**src/rtl/sa_pool_pkg.sv**
```systemverilog
// ============================================================================
//  Module  : sa_pool_pkg
//  Brief   : Shared FSM encodings, defaults and signed-max helper for the
//            2x2 max-pooling stage.
//  Rev     : 1.0  initial release
// ============================================================================
`default_nettype none

package sa_pool_pkg;

  localparam int MAX_W_DEF = 32;

  localparam logic [2:0] ST_IDLE = 3'd0;
  localparam logic [2:0] ST_EVEN = 3'd1;
  localparam logic [2:0] ST_ODD  = 3'd2;
  localparam logic [2:0] ST_DROP = 3'd3;
  localparam logic [2:0] ST_BYP  = 3'd4;
  localparam logic [2:0] ST_DONE = 3'd5;

  // Operands are sign-extended to this width so one helper serves any DW <= 64.
  localparam int CMP_W = 128;

  function automatic logic signed [CMP_W-1:0] smax(input logic signed [CMP_W-1:0] a,
                                                   input logic signed [CMP_W-1:0] b);
    return (a >= b) ? a : b;
  endfunction

endpackage

`default_nettype wire

```
**src/rtl/pool_line_buffer.sv**
```systemverilog
// ============================================================================
//  Module  : pool_line_buffer
//  Brief   : One-row store of horizontal pair maxima; single write port,
//            asynchronous read port.
//  Rev     : 1.0  initial release
// ============================================================================
`default_nettype none

module pool_line_buffer #(
  parameter int DEPTH = 16,
  parameter int SW    = 64,
  parameter int IDX_W = 4
) (
  input  logic                 clk,
  input  logic                 wr_en,
  input  logic [IDX_W-1:0]     wr_idx,
  input  logic signed [SW-1:0] wr_data,
  input  logic [IDX_W-1:0]     rd_idx,
  output logic signed [SW-1:0] rd_data
);

  // No reset: every entry is written on the even row before the odd row reads it.
  logic signed [SW-1:0] r_mem [DEPTH];

  always_ff @(posedge clk) begin
    if (wr_en) begin
      r_mem[wr_idx] <= wr_data;
    end
  end

  assign rd_data = r_mem[rd_idx];

endmodule

`default_nettype wire

```
**src/rtl/max_pool_2x2.sv**
```systemverilog
// ============================================================================
//  Module  : max_pool_2x2
//  Brief   : Streaming 2x2 stride-2 signed max pooling with per-layer bypass.
//  Rev     : 1.0  initial release
// ============================================================================
`default_nettype none

module max_pool_2x2
  import sa_pool_pkg::*;
#(
  parameter int DW    = 32,
  parameter int MAX_W = MAX_W_DEF,
  parameter int SZ_W  = 6
) (
  input  logic                   clk,
  input  logic                   rst,
  input  logic                   start,
  input  logic                   pool_en,
  input  logic [SZ_W-1:0]        fm_width,
  input  logic [SZ_W-1:0]        fm_height,
  input  logic                   data_valid,
  input  logic signed [2*DW-1:0] data_in,
  output logic signed [2*DW-1:0] data_out,
  output logic                   out_flag_pooling,
  output logic                   busy,
  output logic                   pool_done
);

  localparam int SW    = 2 * DW;
  localparam int DEPTH = MAX_W / 2;
  localparam int IDX_W = (DEPTH > 1) ? $clog2(DEPTH) : 1;

  logic [2:0]           r_state;
  logic [SZ_W-1:0]      r_col;
  logic [SZ_W-1:0]      r_row;
  logic [SZ_W-1:0]      r_width;
  logic [SZ_W-1:0]      r_height;
  logic signed [SW-1:0] r_pair;
  logic signed [SW-1:0] r_data_out;
  logic                 r_flag;

  logic                 w_accept;
  logic                 w_last_col;
  logic                 w_last_row;
  logic                 w_pre_last_row;
  logic                 w_lbuf_we;
  logic                 w_emit_pool;
  logic [IDX_W-1:0]     w_idx;
  logic signed [SW-1:0] w_pair_max;
  logic signed [SW-1:0] w_lbuf_rd;
  logic signed [SW-1:0] w_pool_max;

  assign w_accept = data_valid && ((r_state == ST_EVEN) || (r_state == ST_ODD) ||
                                   (r_state == ST_DROP) || (r_state == ST_BYP));

  assign w_last_col     = (r_col == r_width - SZ_W'(1));
  assign w_last_row     = (r_row == r_height - SZ_W'(1));
  assign w_pre_last_row = (r_row == r_height - SZ_W'(2));

  // Odd columns close a horizontal pair; a trailing even column of an odd width is dropped.
  assign w_lbuf_we   = w_accept && (r_state == ST_EVEN) && r_col[0];
  assign w_emit_pool = w_accept && (r_state == ST_ODD) && r_col[0];
  assign w_idx       = IDX_W'(r_col >> 1);

  assign w_pair_max = SW'(smax(CMP_W'(r_pair), CMP_W'(data_in)));
  assign w_pool_max = SW'(smax(CMP_W'(w_lbuf_rd), CMP_W'(w_pair_max)));

  pool_line_buffer #(
    .DEPTH (DEPTH),
    .SW    (SW),
    .IDX_W (IDX_W)
  ) u_lbuf (
    .clk     (clk),
    .wr_en   (w_lbuf_we),
    .wr_idx  (w_idx),
    .wr_data (w_pair_max),
    .rd_idx  (w_idx),
    .rd_data (w_lbuf_rd)
  );

  always_ff @(posedge clk) begin
    if (rst) begin
      r_state    <= ST_IDLE;
      r_col      <= '0;
      r_row      <= '0;
      r_width    <= '0;
      r_height   <= '0;
      r_pair     <= '0;
      r_data_out <= '0;
      r_flag     <= 1'b0;
    end else begin
      r_flag     <= 1'b0;
      r_data_out <= '0;
      if (w_emit_pool) begin
        r_flag     <= 1'b1;
        r_data_out <= w_pool_max;
      end else if (w_accept && (r_state == ST_BYP)) begin
        r_flag     <= 1'b1;
        r_data_out <= data_in;
      end

      if (w_accept && !r_col[0]) begin
        r_pair <= data_in;
      end

      if (w_accept) begin
        if (w_last_col) begin
          r_col <= '0;
          r_row <= r_row + SZ_W'(1);
        end else begin
          r_col <= r_col + SZ_W'(1);
        end
      end

      case (r_state)
        ST_IDLE: begin
          if (start) begin
            r_width  <= fm_width;
            r_height <= fm_height;
            r_col    <= '0;
            r_row    <= '0;
            r_state  <= pool_en ? ST_EVEN : ST_BYP;
          end
        end
        ST_EVEN: begin
          if (w_accept && w_last_col) r_state <= ST_ODD;
        end
        ST_ODD: begin
          if (w_accept && w_last_col) begin
            if (w_last_row)                        r_state <= ST_DONE;
            else if (w_pre_last_row && r_height[0]) r_state <= ST_DROP;
            else                                   r_state <= ST_EVEN;
          end
        end
        ST_DROP: begin
          if (w_accept && w_last_col) r_state <= ST_DONE;
        end
        ST_BYP: begin
          if (w_accept && w_last_col && w_last_row) r_state <= ST_DONE;
        end
        ST_DONE: r_state <= ST_IDLE;
        default: r_state <= ST_IDLE;
      endcase
    end
  end

  assign data_out         = r_data_out;
  assign out_flag_pooling = r_flag;
  assign busy             = (r_state != ST_IDLE);
  assign pool_done        = (r_state == ST_DONE);

endmodule

`default_nettype wire

```
**config.mk**
```make
export PLATFORM = sky130hd
export DESIGN_NAME = max_pool_2x2
export DESIGN_NICKNAME = d
export VERILOG_FILES = /design/src/rtl/sa_pool_pkg.sv /design/src/rtl/pool_line_buffer.sv /design/src/rtl/max_pool_2x2.sv
export SDC_FILE = /design/constraint.sdc
export NUM_CORES = 2
export LEC_CHECK = 0
export CORE_MARGIN = 2
export CORE_UTILIZATION = 61
export DETAILED_ROUTE_END_ITERATION = 8
export PLACE_DENSITY_LB_ADDON = 0.2
export SYNTH_ARGS = -nofsm -noshare
export SYNTH_HDL_FRONTEND = slang
export SYNTH_SLANG_ARGS = --single-unit
```
**constraint.sdc**
```tcl
create_clock -name clk -period 9.1 [get_ports clk]
set_clock_uncertainty 0.1 [all_clocks]
set_input_delay 1.82 -clock clk [delete_from_list [all_inputs] [get_ports clk]]
set_output_delay 1.82 -clock clk [all_outputs]
set_load 0.005 [all_outputs]
```
==> results.tsv <==
stage	metric	value	unit
logic_synthesis	avgSynthCellArea	17.7	um^2
floorplan	num_rows	103	
critical_path	worstSetupPathType	input port to register	
placement	dpl_worst_slack	0.558	ns
critical_path	slowest_stage	nor4bb_1	
power	power.leakage	18.4	nW
logic_synthesis	ys_warn_count	0	
drt	drcViolationCount	0	
placement	place_area	51500	um^2
sta	tns	0	ns
layout	seq_area	33900	um^2
sta	worst_slack	1.06	ns
logic_synthesis	synth_flop_cell	edfxtp_1	
clock_network	cts_buffer_depth	3	
global_routing	track_usage	29.4	%
logic_synthesis	yosys_register_bits	1180	
global_routing	grt_pass1_wl	176000	um
layout	finalInstanceArea	55400	um^2
critical_path	worstPathArrival	8.42	ns
sta	fmax	124	MHz
clock_network	cts_made_buffers	115	
sta	rsz0062_at_grt	no	
layout	synthToLayoutAreaGrowth	13.9	%
clock_network	h-tree-depth	3	
critical_path	worstPathRequired	9.48	ns
placement	gp_congestion	0.881	
critical_path	end_kind	register	
logic_synthesis	yosysSeqAreaShare	69.7	%
layout	layout_commonest_cell	edfxtp_1	
critical_path	rrSetupSlack	2.48	ns
critical_path	startpoint	data_in[14]	
clock_network	clkSinkCount	1180	
worst_hold_path	min_path_cells	2	
logic_synthesis	syn_nets	2957	
critical_path	rr_startpoint	r_pair[15]	
power	p_total	11.8	mW
sta	hold_violations	0	
placement	port_buffers	147	
critical_path	path_cells	clkdlybuf4s50_1, inv_1, ha_1, nand4_1, nor4_1, buf_4, nand4_1, a41oi_4, buf_12, mux2i_1, ha_1, nand4_1, nor2_1, nor4bb_1, nand2b_1, o221ai_1, o31a_1, or3b_4, buf_12, o221ai_1	
sta	period_minus_slack	8.04	ns
floorplan	die_y	286	um
sta	slew_headroom	15.9	%
layout	multi_input_area	13700	um^2
clock_network	cts_tree	built	
worst_hold_path	hp-class	register to register	
critical_path	reg2regPathDepth	18	
layout	n_fill_cell	4853	
drt	dr.pass1.iters	6	
layout	fin_nets	3136	
clock_network	ctsHoldBuffers	0	
drt	first_iter_violations	3186	
clock_network	ctsResizeCount	0	
sta	drv_slew	0	
logic_synthesis	yosysUniqueCellTypes	62	
drt	antenna_left	0	
critical_path	cpPeakStageDelay	0.91	ns
drt	route.detailed.wl_per_inst	29.0	um
power	cellPowerDensity	214	nW/um^2
layout	drive_gt1_share	19.8	%
worst_hold_path	hold_start	r_width[5]	
global_routing	grt_pass1_vias	27453	
clock_network	cts_root_buf	clkbuf_16	
floorplan	core_region_area	78900	um^2
sta	worst_pin_slew	1.25	ns
logic_synthesis	syn_area	48600	um^2
floorplan	initial_core_util	61.6	%
floorplan	dieArea	81900	um^2
logic_synthesis	synth_edf_count	1024	
run_status	status	finished clean	
layout	final_core_util	70.2	%
run	max_cap_violations	0	
critical_path	regToRegEndpoint	data_out[4]	
clock_network	cts_setup_buffers	0	
sta	setup_viol	0	
layout	layout_common_cells	edfxtp_1, nand2_1, mux4_2, dfxtp_1, clkdlybuf4s50_1	
logic_synthesis	synthCells	2742	
global_routing	grt_overflow_total	0	
clock_network	clk_latency	0.68	ns
drt	vias	26876	
sta	period_share	88.4	%
power	ir_drop	0.197	mV
clock_network	path_clk_slew	0.06	ns
drt	wirelength	118000	um
critical_path	path_max_fanout	32	
placement	hpwl	64800	um
logic_synthesis	async_flop_share	0	%
global_routing	grt_max_degree	131	
floorplan	die_w	286	um
critical_path	worst_setup_path_start_kind	input port	
floorplan	io_pins	148	
critical_path	crit_top_cell	nand4_1	
drt	viasPerCell	6.60	
worst_hold_path	min_to	r_width[5]	
global_routing	antenna_found_initial	5	
per-layer routing:
layer	global-route usage (%)	up-vias	share of wire, %
met3	4.82	207	9.1
met2	48.0	1450	50
li1	-	11249	-
met5	0	-	0.035
met4	9.24	6	2.8
met1	41.3	13964	38
logic make-up after synthesis:
family / after synthesis / synth area share [%]
adder cells (fa/ha/maj): 134 / 3.45
flip-flops: 1180 / 69.7
XOR/XNOR: 26 / 0.469
multiplexers: 387 / 16.3
buffers and inverters: 281 / 2.40
AO/OA/AOI/OAI: 270 / 3.58
AND/OR/NAND/NOR: 464 / 4.13
Yosys cell counts (3+ instances only):
cell type / number / share of area, %
a21oi_1: 134 / 1.4
buf_2: 25 / 0.26
ha_1: 134 / 3.4
a2111oi_0: 3 / 0.054
nor4_1: 6 / 0.077
edfxtp_1: 1024 / 63
xor2_1: 10 / 0.18
mux2i_1: 58 / 1.2
buf_1: 19 / 0.15
inv_1: 142 / 1.1
nand3_1: 19 / 0.20
a31oi_1: 3 / 0.039
nor2b_1: 6 / 0.077
and3_1: 3 / 0.039
or3_1: 4 / 0.051
o211ai_1: 3 / 0.046
o31ai_1: 4 / 0.062
o221ai_1: 65 / 1.2
a21o_1: 14 / 0.22
xnor2_1: 16 / 0.29
nor2_1: 39 / 0.30
and4_1: 3 / 0.054
buf_8: 5 / 0.15
nand2_1: 320 / 2.5
mux4_2: 320 / 15
o21ai_0: 22 / 0.23
dfxtp_1: 156 / 6.4
nand2b_1: 8 / 0.10
clkbuf_1: 88 / 0.68
nor3_1: 11 / 0.11
nand4_1: 31 / 0.40
mux2i_2: 9 / 0.25
a221oi_1: 4 / 0.072
through the flow:
step / cells / hold slack, ns
floorplan: 2742 / 0.336
detailed placement: 3854 / 0.364
global route: 4071 / 0.389
finish: 4072 / 0.376
CTS: 4070 / 0.373
global placement: 3854 / 0.352
worst max-delay path by stage:
stage / slack, ns / to / cells after the start
after floorplan: 1.76 / u_lbuf.r_mem[0][0] / 3
after global placement: 0.73 / data_out[15] / 20
after detailed placement: 0.56 / data_out[4] / 20
after CTS: 1.21 / data_out[4] / 20
after global routing: 0.61 / data_out[4] / 20
final: 1.06 / data_out[4] / 20
cell type report:
type	instances	area share, %
antenna	2	0.00904
clock buffer	148	5.73
clock inverter	68	1.32
inverter	142	0.963
multi-input combinational	1281	24.8
sequential	1180	61.2
tap	1050	2.37
timing repair buffer	201	3.63
critical path: cells and delay by family:
family / cells / cell delay [ns]
adders and majority gates: 2 / 0.55
muxes: 1 / 0.39
and+or+nand+nor: 8 / 2.96
buffers and inverters: 5 / 1.38
AOI/OAI and AO/OA: 4 / 1.26
flip-flops by register name, indices dropped and copies added (netlist names), 3 cells and up:
signal and count:
r_pair 64, r_col 6, r_height 6, data_out 64
r_width 6, r_row 6, r_state 3, u_lbuf.r_mem 1024
power breakdown:
part	switching, mW	leakage [nW]	internal (mW)	total [mW]
clock network	1.98	1.91	2.88	4.86
registers	0.0416	10.6	6.10	6.14
logic	0.587	5.86	0.262	0.848
total	2.61	18.4	9.24	11.8
(Power assumes the default switching activity.)
